### src/rtl/gpu_pkg.sv
// Shared command-path definitions: word geometry and the opcode fetch FSM states.
package gpu_pkg;
    localparam int WORD_W = 32;
    localparam int WORDS  = 3;

    typedef enum logic {
        LOAD = 1'b0,
        HOLD = 1'b1
    } fetch_state_t;
endpackage

### src/rtl/opcode_fetch_ctrl.sv
// Sequences command words into the external opcode shift register and hands
// complete opcodes to the decoder over an opcode_valid/opcode_ack handshake.
module opcode_fetch_ctrl #(
    parameter int WORD_W = gpu_pkg::WORD_W,
    parameter int WORDS  = gpu_pkg::WORDS,
    parameter int CNT_W  = 16
) (
    input  logic              clk,
    input  logic              rst,
    input  logic              word_valid,
    input  logic [WORD_W-1:0] word_in,
    output logic              word_ready,
    output logic              shift_enable,
    output logic [WORD_W-1:0] serial_out,
    output logic              opcode_valid,
    input  logic              opcode_ack,
    input  logic              flush,
    output logic [1:0]        word_cnt,
    output logic [CNT_W-1:0]  opcode_count
);
    import gpu_pkg::*;

    localparam logic [1:0] LAST = 2'(WORDS - 1);

    fetch_state_t state, state_nxt;
    logic [1:0]   cnt_nxt;
    logic         accept;
    logic         deliver;

    // In HOLD the shift register may only move when the decoder is taking the
    // current opcode, which keeps the parallel data stable until the ack.
    assign word_ready   = !flush && (state == LOAD || opcode_ack);
    assign accept       = word_valid && word_ready;
    assign shift_enable = accept;
    assign serial_out   = word_in;
    assign opcode_valid = (state == HOLD);
    assign deliver      = (state == HOLD) && opcode_ack && !flush;

    always_ff @(posedge clk or posedge rst) begin
        if (rst) begin
            state    <= LOAD;
            word_cnt <= '0;
        end else begin
            state    <= state_nxt;
            word_cnt <= cnt_nxt;
        end
    end

    always_comb begin
        state_nxt = state;
        cnt_nxt   = word_cnt;
        if (flush) begin
            state_nxt = LOAD;
            cnt_nxt   = '0;
        end else begin
            unique case (state)
                LOAD: begin
                    if (accept) begin
                        if (word_cnt == LAST) begin
                            state_nxt = HOLD;
                            cnt_nxt   = '0;
                        end else begin
                            cnt_nxt = word_cnt + 2'd1;
                        end
                    end
                end
                HOLD: begin
                    if (opcode_ack) begin
                        state_nxt = LOAD;
                        cnt_nxt   = accept ? 2'd1 : 2'd0;
                    end
                end
                default: begin
                    state_nxt = LOAD;
                    cnt_nxt   = '0;
                end
            endcase
        end
    end

    always_ff @(posedge clk or posedge rst) begin
        if (rst)
            opcode_count <= '0;
        else if (deliver)
            opcode_count <= opcode_count + 1'b1;
    end
endmodule

### config.mk
export PLATFORM = sky130hd
export DESIGN_NAME = opcode_fetch_ctrl
export DESIGN_NICKNAME = d
export VERILOG_FILES = /design/src/rtl/gpu_pkg.sv /design/src/rtl/opcode_fetch_ctrl.sv
export SDC_FILE = /design/constraint.sdc
export NUM_CORES = 1
export LEC_CHECK = 0
export ABC_CLOCK_PERIOD_IN_PS = 1500
export CAP_MARGIN = 5
export CORE_MARGIN = 4
export CORE_UTILIZATION = 34
export CTS_BUF_LIST = sky130_fd_sc_hd__clkbuf_8
export CTS_CLUSTER_SIZE = 16
export DETAILED_ROUTE_END_ITERATION = 10
export GPL_TIMING_DRIVEN = 0
export PLACE_DENSITY = 0.83
export SETUP_SLACK_MARGIN = 0.05
export SYNTH_ARGS = -nofsm -noshare
export SYNTH_HDL_FRONTEND = slang
export SYNTH_SLANG_ARGS = --single-unit
### constraint.sdc
create_clock -name clk -period 1.5 [get_ports clk]
set_clock_uncertainty 0.05 [all_clocks]
set_input_delay 0.15 -clock clk [delete_from_list [all_inputs] [get_ports clk]]
set_output_delay 0.15 -clock clk [all_outputs]
set_load 0.02 [all_outputs]
==> PnR_summary.wiki <==
{| class="wikitable"
! Metric !! Value
|-
| Detailed Route WL || 2940 µm
|-
| Number of core rows || 20
|-
| Global routing usage on met1 || 13.2%
|-
| Net count of the mapped netlist || roughly 150
|-
| Final Net Count || ~210
|-
| Cell class contributing the biggest share of worst-path delay || flip-flops
|-
| DRC || 0
|-
| Via/cell ratio || ~4.5
|-
| Number of synthesis warnings || 0
|-
| Routed len/inst || 13.5 µm
|-
| Relative slew slack || 52.0%
|-
| Filler-free cell count of the finished design || 218
|-
| Clock edge transition at the registers on the reported setup and hold paths || 0.07 ns
|-
| Startpoint Class || flip-flop
|-
| Global routing usage on met3 || 5.13%
|-
| Post-placement cell area || 0.00175 mm²
|-
| CTS Sinks || 19
|-
| Time the worst path needs with I/O delays and setup || 1.41 ns
|-
| Floorplan die height || ~65 µm
|-
| FF+latch count, synth || 19
|-
| Number of port buffers || 57
|-
| Endpoint arrival time on the critical path || 1.21 ns
|-
| Critical Setup Path Class || flip-flop to output port
|-
| RSZ-0062 raised after global routing || yes
|-
| Routability Congestion || approximately 0.75
|-
| Global-route wire length before repair || 4520 µm
|-
| Final worst path period share || 93.7%
|-
| Ordered cell list for the critical path || nor2b_4 -> nor2_4 -> clkdlybuf4s15_2
|-
| Worst min-delay path class || primary input to async pin
|-
| Largest stage delay on the critical path || about 0.43 ns
|-
| Max-slew violations || 0
|-
| Number of hold buffers added after CTS || 0
|-
| Result of the run || finished clean
|-
| Clk buf depth || 2
|-
| Slack of the critical path || 0.0946 ns
|-
| Static power due to leakage || 0.981 nW
|-
| Gr busiest metal || met2
|-
| Slew at the pin closest to its max-slew limit || around 0.72 ns
|-
| Required time of the critical path || 1.30 ns
|-
| Critical Path End Type || output port
|-
| First-pass detailed-route iteration total || 4
|-
| Cell taking the most area after synthesis || dfrtp_1
|-
| Total count of hold-check failures in the final report || 0
|-
| Inserted Clock Buffers || 3
|-
| Antenna violations before repair || 0
|-
| Post-Place Worst Slack || -0.331 ns
|-
| Number of nets with antenna violations after routing || 0
|-
| Placeable core area || 0.00310 mm²
|-
| Top-level I/O count || 90
|-
| Slowest CP cell || dfrtp_2
|-
| Synth top area share || 42.4%
|-
| Total placed cells including tap cells || 211
|-
| Top achievable clock speed || 0.712 GHz
|-
| Sum of net half-perimeters after detailed placement || 2420 µm
|-
| Global routing usage summed across all routing layers || 13.3%
|-
| Cells taking the most area after synthesis || dfrtp_1, buf_4, xnor2_1, xor2_1, nor2_1
|-
| Total number of vias || 985
|-
| Post-Syn Area per Cell || between 10 and 15 µm²
|-
| Number of global-route vias before repair || 1025
|-
| Largest net degree at the start of global routing || 20
|-
| Maximum VDD drop || 0.426 mV
|-
| Syn-to-layout area delta || 62.4%
|-
| Cell at the root of the clock tree || clkbuf_8
|-
| Power Density || 660 mW/mm²
|-
| # diodes || 0
|-
| Multi-input logic area || 413 µm²
|-
| Met2 global-route usage || 25.2%
|-
| Maximum level of the CTS H-tree || 1
|-
| First DRT Iteration DRCs || 30
|-
| Fillers || 278
|-
| Critical path buffers and inverters || 1
|-
| Overflow left after global routing || 0
|-
| Cell area after technology mapping || 0.00112 mm²
|-
| Leading cell type in the layout, fill and taps excluded || buf_4
|-
| Synth Instances || 110
|-
| Yosys cell types || 25
|-
| Share of final-layout standard cells stronger than drive strength 1 || 29.9%
|-
| Number of maximum-capacitance constraint violations || 0
|-
| Area of all placed cells without fillers || 0.00182 mm²
|-
| Clk Latency, worst-skew pair || 0.25 ns
|-
| Clock tree from TritonCTS || done
|-
| Part of the Yosys area used for sequential elements || 42.4%
|-
| Die X-Extent || approximately 65 µm
|-
| Die outline area || 0.00428 mm²
|-
| Final setup viols || 0
|-
| Commonest cells after routing, fill and taps aside || buf_4, clkdlybuf4s50_1, dlygate4sd2_1, dfrtp_1, xnor2_1
|-
| Initial cell density of the core || 36.1%
|-
| Critical path peak fanout || 5
|-
| Total area of sequential cells || 478 µm²
|}
==> cells in the mapped netlist <==
| master | instances |
|---|---|
| o21ai_0 | 1 |
| nand4_4 | 1 |
| and4b_2 | 1 |
| nand3_1 | 5 |
| and3_1 | 3 |
| nor3_2 | 1 |
| nor2_1 | 7 |
| a21oi_1 | 3 |
| and4_4 | 1 |
| a31oi_1 | 1 |
| and2b_1 | 1 |
| a2111oi_0 | 1 |
| and4_1 | 1 |
| nor2b_1 | 2 |
| nand4_1 | 1 |
| xor2_1 | 7 |
| inv_1 | 3 |
| mux2_2 | 1 |
| nand2_1 | 5 |
| and2_1 | 3 |
| ha_1 | 1 |
| nand3b_1 | 1 |
| xnor2_1 | 8 |
| buf_4 | 32 |
| dfrtp_1 | 19 |
==> stage by stage <==
step	power, mW	hold slack (ns)	util [%]	TNS, ns
after floorplan	0.723	0.0511	-	0
after global placement	0.860	0.414	56.4	-1.90
after detailed placement	0.868	0.410	56.4	-2.35
final	1.20	0.265	58.7	0
after global routing	1.26	0.317	58.7	0
after CTS	1.21	0.248	57.3	0
==> flip-flops by register name, summed over array words and instances (netlist names) <==
| signal | flops |
|---|---|
| opcode_count | 16 |
| word_cnt | 2 |
| opcode_valid | 1 |
==> final timing paths <==
path,slack (ns),endpoint,startpoint,cells after the start
worst min-delay path,0.26,opcode_count[10],rst,2
max in group asynchronous,0.64,opcode_valid,rst,2
worst max-delay path,0.09,word_ready,opcode_valid,3
worst max register to register,0.12,opcode_count[10],opcode_valid,4
worst min register to register,0.41,opcode_count[15],opcode_count[15],1
min in group clk,0.31,opcode_valid,flush,2
==> power by group <==
part           internal, mW  leakage, nW  total, mW  switching [mW]
logic                 0.167        0.696      0.308           0.141
registers             0.525        0.260      0.541          0.0156
clock network         0.184       0.0255      0.352           0.167
total                 0.877        0.981       1.20           0.324
==> layer usage <==
| metal | wire length, µm | vias up | share of wire, % |
|---|---|---|---|
| met4 | 59 | 0 | 2.0 |
| met2 | 1520 | 74 | 52 |
| li1 | - | 456 | - |
| met1 | 988 | 449 | 34 |
| met3 | 366 | 6 | 12 |
| met5 | 0 | - | 0 |
==> final cells by class <==
type	instances	area share [%]
clock inverter	1	0.275
buffer	32	13.2
timing repair buffer	60	31.7
tap	44	3.02
inverter	3	0.619
multi-input combinational	56	22.7
sequential	19	26.3
clock buffer	3	2.27
==> worst reg2reg max path: cells and delay by family, from the launching register on <==
family        cells  cell delay, ns
xor+xnor          1            0.14
flops             1            0.40
simple gates      3            0.68
==> logic make-up (layout without fill, tap and decap cells) <==
logic type | count (synthesis) | after routing | share of synthesized area (%)
AOI/OAI and AO/OA | 6 | 6 | 3.12
xor gates and xnor gates | 15 | 15 | 11.7
adders and majority gates | 1 | 1 | 1.12
buffers and inverters | 35 | 99 | 22.4
DFF | 19 | 19 | 42.4
muxes | 1 | 1 | 1.00
and+or+nand+nor | 33 | 33 | 18.2
==> repair_timing <==
action	4_1_cts	5_1_grt
pin swaps	0	1
buffers inserted	0	3
hold endpoints to repair	0	0
cloned	0	0
gates resized for setup	29	7
endpoints found under the setup margin	21	8
Note: power is estimated with default switching activity, not from simulation.
